**src/rtl/recognition_uart_reporter.sv**
```systemverilog
// recognition_uart_reporter: queues recognition/training events and sends each as a 4-byte 8N1 UART message
module recognition_uart_reporter #(
  parameter int unsigned CLKS_PER_BIT = 434
) (
  input  logic       clk,
  input  logic       rst,
  input  logic [2:0] recognition_result,
  input  logic       recognition_result_flag,
  input  logic       train_down,
  output logic       rs232_tx,
  output logic       tx_busy,
  output logic       event_dropped
);
  localparam int CW = $clog2(CLKS_PER_BIT);
  localparam logic M_IDLE = 1'b0;
  localparam logic M_SEND = 1'b1;
  localparam logic [1:0] IDLE = 2'd0;
  localparam logic [1:0] START = 2'd1;
  localparam logic [1:0] DATA = 2'd2;
  localparam logic [1:0] STOP = 2'd3;

  logic          train_q, rec_pend_q, rec_pend_d, trn_pend_q, trn_pend_d;
  logic          drop_q, drop_d, tx_q, tx_d, m_q, m_d, msg_rec_q, msg_rec_d;
  logic [2:0]    rec_res_q, rec_res_d, msg_res_q, msg_res_d, bit_q, bit_d;
  logic [1:0]    b_q, b_d, byte_q, byte_d;
  logic [CW-1:0] cnt_q, cnt_d;
  logic          tr_edge, load, load_rec, cnt_end;
  logic [7:0]    cur_byte;

  always_comb begin
    tr_edge    = train_down & ~train_q;
    load       = (m_q == M_IDLE) && (rec_pend_q || trn_pend_q);
    load_rec   = load & rec_pend_q;
    cnt_end    = cnt_q == CW'(CLKS_PER_BIT - 1);
    // Latest recognition result wins; an unsent one being replaced is reported as dropped.
    rec_pend_d = recognition_result_flag | (rec_pend_q & ~load_rec);
    rec_res_d  = recognition_result_flag ? recognition_result : rec_res_q;
    drop_d     = recognition_result_flag & rec_pend_q & ~load_rec;
    trn_pend_d = tr_edge | (trn_pend_q & ~(load & ~rec_pend_q));
    cur_byte   = byte_q == 2'd0 ? (msg_rec_q ? 8'h52 : 8'h54) :
                 byte_q == 2'd1 ? (msg_rec_q ? {5'b00110, msg_res_q} : 8'h44) :
                 byte_q == 2'd2 ? 8'h0D : 8'h0A;
    // The line is registered from the current bit state, so it trails b_q by one cycle.
    tx_d       = b_q == START ? 1'b0 : b_q == DATA ? cur_byte[bit_q] : 1'b1;
    cnt_d      = (b_q == IDLE || cnt_end) ? '0 : cnt_q + 1'b1;
    m_d        = m_q;
    b_d        = b_q;
    byte_d     = byte_q;
    bit_d      = bit_q;
    msg_rec_d  = msg_rec_q;
    msg_res_d  = msg_res_q;
    if (load) begin
      m_d       = M_SEND;
      b_d       = START;
      msg_rec_d = rec_pend_q;
      msg_res_d = rec_res_q;
    end else if (b_q != IDLE && cnt_end) begin
      case (b_q)
        START:   b_d = DATA;
        DATA: begin
          bit_d = bit_q + 3'd1;
          b_d   = bit_q == 3'd7 ? STOP : DATA;
        end
        default: begin
          byte_d = byte_q + 2'd1;
          b_d    = byte_q == 2'd3 ? IDLE : START;
          m_d    = byte_q == 2'd3 ? M_IDLE : M_SEND;
        end
      endcase
    end
  end

  always_ff @(posedge clk or posedge rst) begin
    if (rst) begin
      train_q    <= 1'b0;
      rec_pend_q <= 1'b0;
      trn_pend_q <= 1'b0;
      rec_res_q  <= '0;
      drop_q     <= 1'b0;
      tx_q       <= 1'b1;
      m_q        <= M_IDLE;
      b_q        <= IDLE;
      byte_q     <= '0;
      bit_q      <= '0;
      cnt_q      <= '0;
      msg_rec_q  <= 1'b0;
      msg_res_q  <= '0;
    end else begin
      train_q    <= train_down;
      rec_pend_q <= rec_pend_d;
      trn_pend_q <= trn_pend_d;
      rec_res_q  <= rec_res_d;
      drop_q     <= drop_d;
      tx_q       <= tx_d;
      m_q        <= m_d;
      b_q        <= b_d;
      byte_q     <= byte_d;
      bit_q      <= bit_d;
      cnt_q      <= cnt_d;
      msg_rec_q  <= msg_rec_d;
      msg_res_q  <= msg_res_d;
    end
  end

  assign rs232_tx      = tx_q;
  assign tx_busy       = m_q == M_SEND;
  assign event_dropped = drop_q;
endmodule

```
**config.mk**
```make
export PLATFORM = sky130hd
export DESIGN_NAME = recognition_uart_reporter
export DESIGN_NICKNAME = d
export VERILOG_FILES = /design/src/rtl/recognition_uart_reporter.sv
export SDC_FILE = /design/constraint.sdc
export NUM_CORES = 1
export LEC_CHECK = 0
export BUFFER_PORTS_ARGS = -buffer_cell sky130_fd_sc_hd__buf_2
export CORE_MARGIN = 3
export CORE_UTILIZATION = 58
export DETAILED_ROUTE_END_ITERATION = 12
export PLACE_DENSITY_LB_ADDON = 0.05
export SYNTH_ARGS = -nofsm -noshare
export SYNTH_HDL_FRONTEND = slang
export SYNTH_SLANG_ARGS = --single-unit
```
**constraint.sdc**
```tcl
create_clock -name clk -period 2.35 [get_ports clk]
set_clock_uncertainty 0.15 [all_clocks]
set_input_delay 0.235 -clock clk [delete_from_list [all_inputs] [get_ports clk]]
set_output_delay 0.235 -clock clk [all_outputs]
set_load 0.02 [all_outputs]
```
## Yosys cells after proc, flatten, opt, wreduce, memory -nomap -nowiden

Index checks and enable logic that the tools add are counted.

- Latch bits: 0
- Bits in writable memories: 0
- Word-level logic and storage cells: 72
- Memories kept: 0
- Flip-flop bits (word level): 29
- Output and inout bits: 3
- Memory bits (read-only): 0

- Reduce and logical (&&, ||, !) cells: 12
- Divide/modulo/power cells: 0
- Equality and inequality tests: 8
- Multiply operators: 0
- $lt $le $gt $ge: 1
- $add $sub $neg: 3
- Bitwise logic cells: 16
- Multiplexer cells: 19
- Shifts and indexed selects: 0

Operator list:

| cell | number |
|---|---|
| two-way mux 7 bit | 3 |
| adder 9 x 1 -> 9 bit, second input constant | 1 |
| == test 9 bit, second input constant | 1 |
| two-way mux 1 bit | 9 |
| two-way mux 9 bit | 1 |
| AND 1 bit | 7 |
| NOT 1 bit | 7 |
| == test 2 bit, second input constant | 3 |
| two-way mux 3 bit | 2 |
| AND reduction 3 bit | 2 |
| == test 2 x 1 -> 1 bit, second input constant | 2 |
| zero test 2 bit | 2 |
| < comparator 3 x 4 -> 1 bit, second input constant | 1 |
| two-way mux 2 bit | 2 |
| case mux 2 bit (2 select lines) | 1 |
| nonzero test 2 bit | 2 |
| adder 3 x 1 -> 3 bit, second input constant | 1 |
| binary-select mux 1 bit (select 3 bit) | 1 |
| == test 3 bit, second input constant | 1 |
| adder 2 x 1 -> 2 bit, second input constant | 1 |
| logical AND 1 bit | 2 |
| logical OR 1 bit | 2 |
| inequality test 2 x 1 -> 1 bit, second input constant | 1 |
| OR 1 bit | 2 |
| 2 further kinds | 2 |

## Logic depth before layout (Yosys ltp)

- Depth after elaboration: 8
- Depth in mapped cells: 7
- Mapped depth without buffers: 6

## Least setup slack after synthesis

OpenSTA, ideal clock, no wires.

- Kind: register -> register
- Start: register cnt_q[3]
- End: register byte_q[1]
- Arrival time: 1734 ps
- Setup slack: 341 ps
- Cell stages (with the launch flop): 5
- Clock period less this slack: 2009 ps
- Data required time: 2075 ps
- Setup time: 125 ps
- Cells stage by stage: dfrtp_1 > or4b_4 > nor3_4 > nand3_2 > mux2_4

- Longest elaborated chain between the ends: 3

Ends and longest elaborated chain:

| item | RTL line | RTL |
|---|---|---|
| from (decl) | 26 | `logic [CW-1:0] cnt_q, cnt_d;` |
| from (signal assigned) | 99 | `cnt_q <= cnt_d;` |
| == test 9 bit | 34 | `cnt_end = cnt_q == CW'(CLKS_PER_BIT - 1);` |
| logical AND 1 bit | 57 | `end else if (b_q != IDLE && cnt_end) begin` |
| AND reduction 3 bit (no source line) | n/a |  |
| to (signal assigned) | 97 | `byte_q <= byte_d;` |
| to (decl) | 25 | `logic [1:0] b_q, b_d, byte_q, byte_d;` |

No other way between the ends.
A chain may end at the register's enable or synchronous reset.

## Worst setup path in the final report

Same ends and word-level chain as after synthesis.

==> results.json <==
{
  "drt-pass1-iter-count": 4,
  "cts.sinks": 29,
  "max_slew_margin_pct": 67.9,
  "yosysTopAreaCell": "dfrtp_1",
  "grt_max_degree": 30,
  "rsz0062_at_grt": "no",
  "end_kind": "register",
  "multi_input_area_um2": 722,
  "max_stage_delay_ns": 0.57,
  "syn_avg_cell_area_um2": 11.6,
  "outcome": "finished, final reports clean",
  "setup_viol": 0,
  "grt_pass1_vias": 971,
  "routedWlPerCell_um": 13.9,
  "holdBufCountCts": 5,
  "insertion_delay_ns": 0.32,
  "die_y_um": 56.6,
  "drc": 0,
  "grt_overflow": 0,
  "hold_viol": 0,
  "cp_num_buf_inv": 0,
  "ys_warn_count": 0,
  "syn_inst": 128,
  "synthFlopType": "dfrtp_1",
  "synth_seq_cells": 29,
  "drtIter0Drc": 32,
  "syn-num-nets": 147,
  "n_fill_cell": 161,
  "worst-path-max-fanout": 7,
  "cp_slowest_cell": "or4b_4",
  "cp-start-kind": "register",
  "yosysSeqAreaShare_pct": 48.9,
  "synth_area_um2": 1490,
  "drtAntennaViolNets": 0,
  "clk_pin_slew_worst_paths_ns": 0.08,
  "drive_gt1_share_pct": 24.8,
  "hp-class": "in2reg",
  "design.core.area_um2": 2320,
  "port_buffers": 9,
  "nets": 168,
  "seqCellArea_um2": 727,
  "fmax_ghz": 0.476,
  "crit_chain": "or4b_4, nor3_4, nand3_2, mux2_4",
  "synth-edff-count": 0,
  "diodes": 0,
  "ys_types": 37,
  "htree_levels": 2,
  "synth_top_area_share_pct": 47.1,
  "crit_type": "reg2reg",
  "vias": 989,
  "syn2layout_area_growth_pct": 12.6,
  "clockBufferDepth": 2,
  "drv_cap": 0,
  "cts_setup_buffers": 0,
  "die_w_um": 56.6,
  "slew_violations": 0,
  "min_period_ns": 2.10,
  "crit_required_ns": 2.41,
  "preCtsSetupSlack_ns": 0.275,
  "track_usage_pct": 17.8,
  "initial_core_util_pct": 64.2,
  "std_cell_rows": 17,
  "vias_per_cell": 5.59,
  "gp_congestion": 0.797,
  "synth_area_leaders": "dfrtp_1 47%, ha_1 10%, mux2_2 6.8%",
  "synthArstFlopShare_pct": 100,
  "io_pins": 10,
  "worstPathArrival_ns": 2.16,
  "dieArea_um2": 3210,
  "cts_tree": "built",
  "cts-root-buf": "clkbuf_4",
  "cp_top_family": "simple AND/OR/NAND/NOR gates",
  "tightest_slew_ns": 0.481,
  "layout_setup_ws_ns": 0.250,
  "grt_antenna_before_repair": 0,
  "wl_mm": 2.45,
  "p_leak_nw": 0.774,
  "p_per_area_nw_per_um2": 507,
  "setup_tns_ns": 0,
  "fin_crit_sh_pct": 89.3,
  "grt_pass1_wl_mm": 4.33,
  "vdd_drop_max_mv": 0.558,
  "cts_resized": 0,
  "hpwl_mm": 1.70,
  "numCtsBuffers": 5
}
## placed cells by master (no fill, tap or decap), types with 2 or more instances in the layout
cell type / n
dfrtp_1: 28
ha_1: 12
nor2_1: 11
inv_1: 9
mux2_2: 9
buf_2: 9
o21ai_0: 6
xnor2_1: 6
clkbuf_4: 5
dlygate4sd3_1: 5
nand3_1: 4
nand2_1: 4
nand2b_1: 3
and3_1: 3
nor2b_1: 3
nand4_1: 2
xor2_1: 2
or4b_2: 2
a21o_1: 2
o211ai_1: 2
## path summary, 6_finish.rpt
check | end | cells after the start | from | slack [ns]
max | byte_q[1]$_DFFE_PP0P_ | 4 | cnt_q[3]$_DFF_PP0_ | 0.25
min | rec_pend_q$_DFF_PP0_ | 2 | recognition_result_flag | 0.01
max reg2reg | byte_q[1]$_DFFE_PP0P_ | 4 | cnt_q[3]$_DFF_PP0_ | 0.25
min reg2reg | trn_pend_q$_DFF_PP0_ | 1 | train_q$_DFF_PP0_ | 0.34
max in group asynchronous | rs232_tx$_DFF_PP1_ | 4 | rst | 1.38
min in group asynchronous | b_q[1]$_DFFE_PP0P_ | 4 | rst | 0.37
## cell usage after synthesis (2+ instances only)
master / n
o211ai_1: 2
nand2_1: 4
inv_1: 9
ha_1: 12
o21ai_0: 6
nand2b_1: 3
nor2_1: 11
and3_1: 3
xnor2_1: 6
nor2b_1: 3
xor2_1: 2
nand4_1: 2
a21o_1: 2
or4b_2: 2
dfrtp_1: 28
mux2_2: 9
nand3_1: 4
## state kept, by name, summed over array words and instances (netlist names), 2 cells and up
name and flops:
cnt_q 9, bit_q 3, msg_res_q 3, rec_res_q 3, b_q 2, byte_q 2
## per-layer routing
| layer | vias to the layer above | track usage (%) | part of all wire, % |
|---|---|---|---|
| met4 | 0 | 5.08 | 1.2 |
| met1 | 474 | 24.6 | 50 |
| li1 | 490 | - | - |
| met3 | 5 | 7.13 | 4.9 |
| met2 | 20 | 25.7 | 44 |
| met5 | - | 0 | 0 |
## report_power, final
part | total, mW | leakage (nW) | internal (mW) | switching [mW]
sequential | 0.515 | 0.354 | 0.509 | 0.00623
combinational | 0.0360 | 0.389 | 0.0189 | 0.0171
clock | 0.299 | 0.0314 | 0.141 | 0.158
total | 0.850 | 0.774 | 0.669 | 0.181
## cell type report
class	instances	area share [%]
clock buffer	7	3.29
timing repair buffer	15	6.12
multi-input combinational	89	43.1
sequential	29	43.4
inverter	9	2.02
tap	28	2.09
## worst register-to-register path, stage by stage, from the launching register on
cell     delay, ns
dfrtp_1       0.43
or4b_4        0.57
nor3_4        0.36
nand3_2       0.16
mux2_4        0.31
## per-stage QoR
stage | util [%] | instances | instance area, um^2 | hold slack [ns] | power [mW]
final | 72.3 | 177 | 1680 | 0.0144 | 0.850
after global routing | 72.3 | 177 | 1680 | 0.00460 | 0.899
after CTS | 72.3 | 177 | 1680 | 0.00322 | 0.861
after detailed placement | 67.7 | 165 | 1570 | 0.169 | 0.556
after global placement | 67.7 | 165 | 1570 | 0.163 | 0.554
after floorplan | - | 128 | 1490 | 0.116 | 0.541
## cell families (layout without fill, tap and decap cells)
group           count (synthesis)  count (layout)  share of synthesized area (%)
compound gates                 18              18                           8.33
xor+xnor                        8               8                           4.71
fa+ha+maj                      12              12                           10.1
buf+inv                        10              31                           2.61
flops                          29              29                           48.9
mux                            11              11                           8.49
simple gates                   40              40                           16.9
Note: power is estimated with default switching activity, not from simulation.
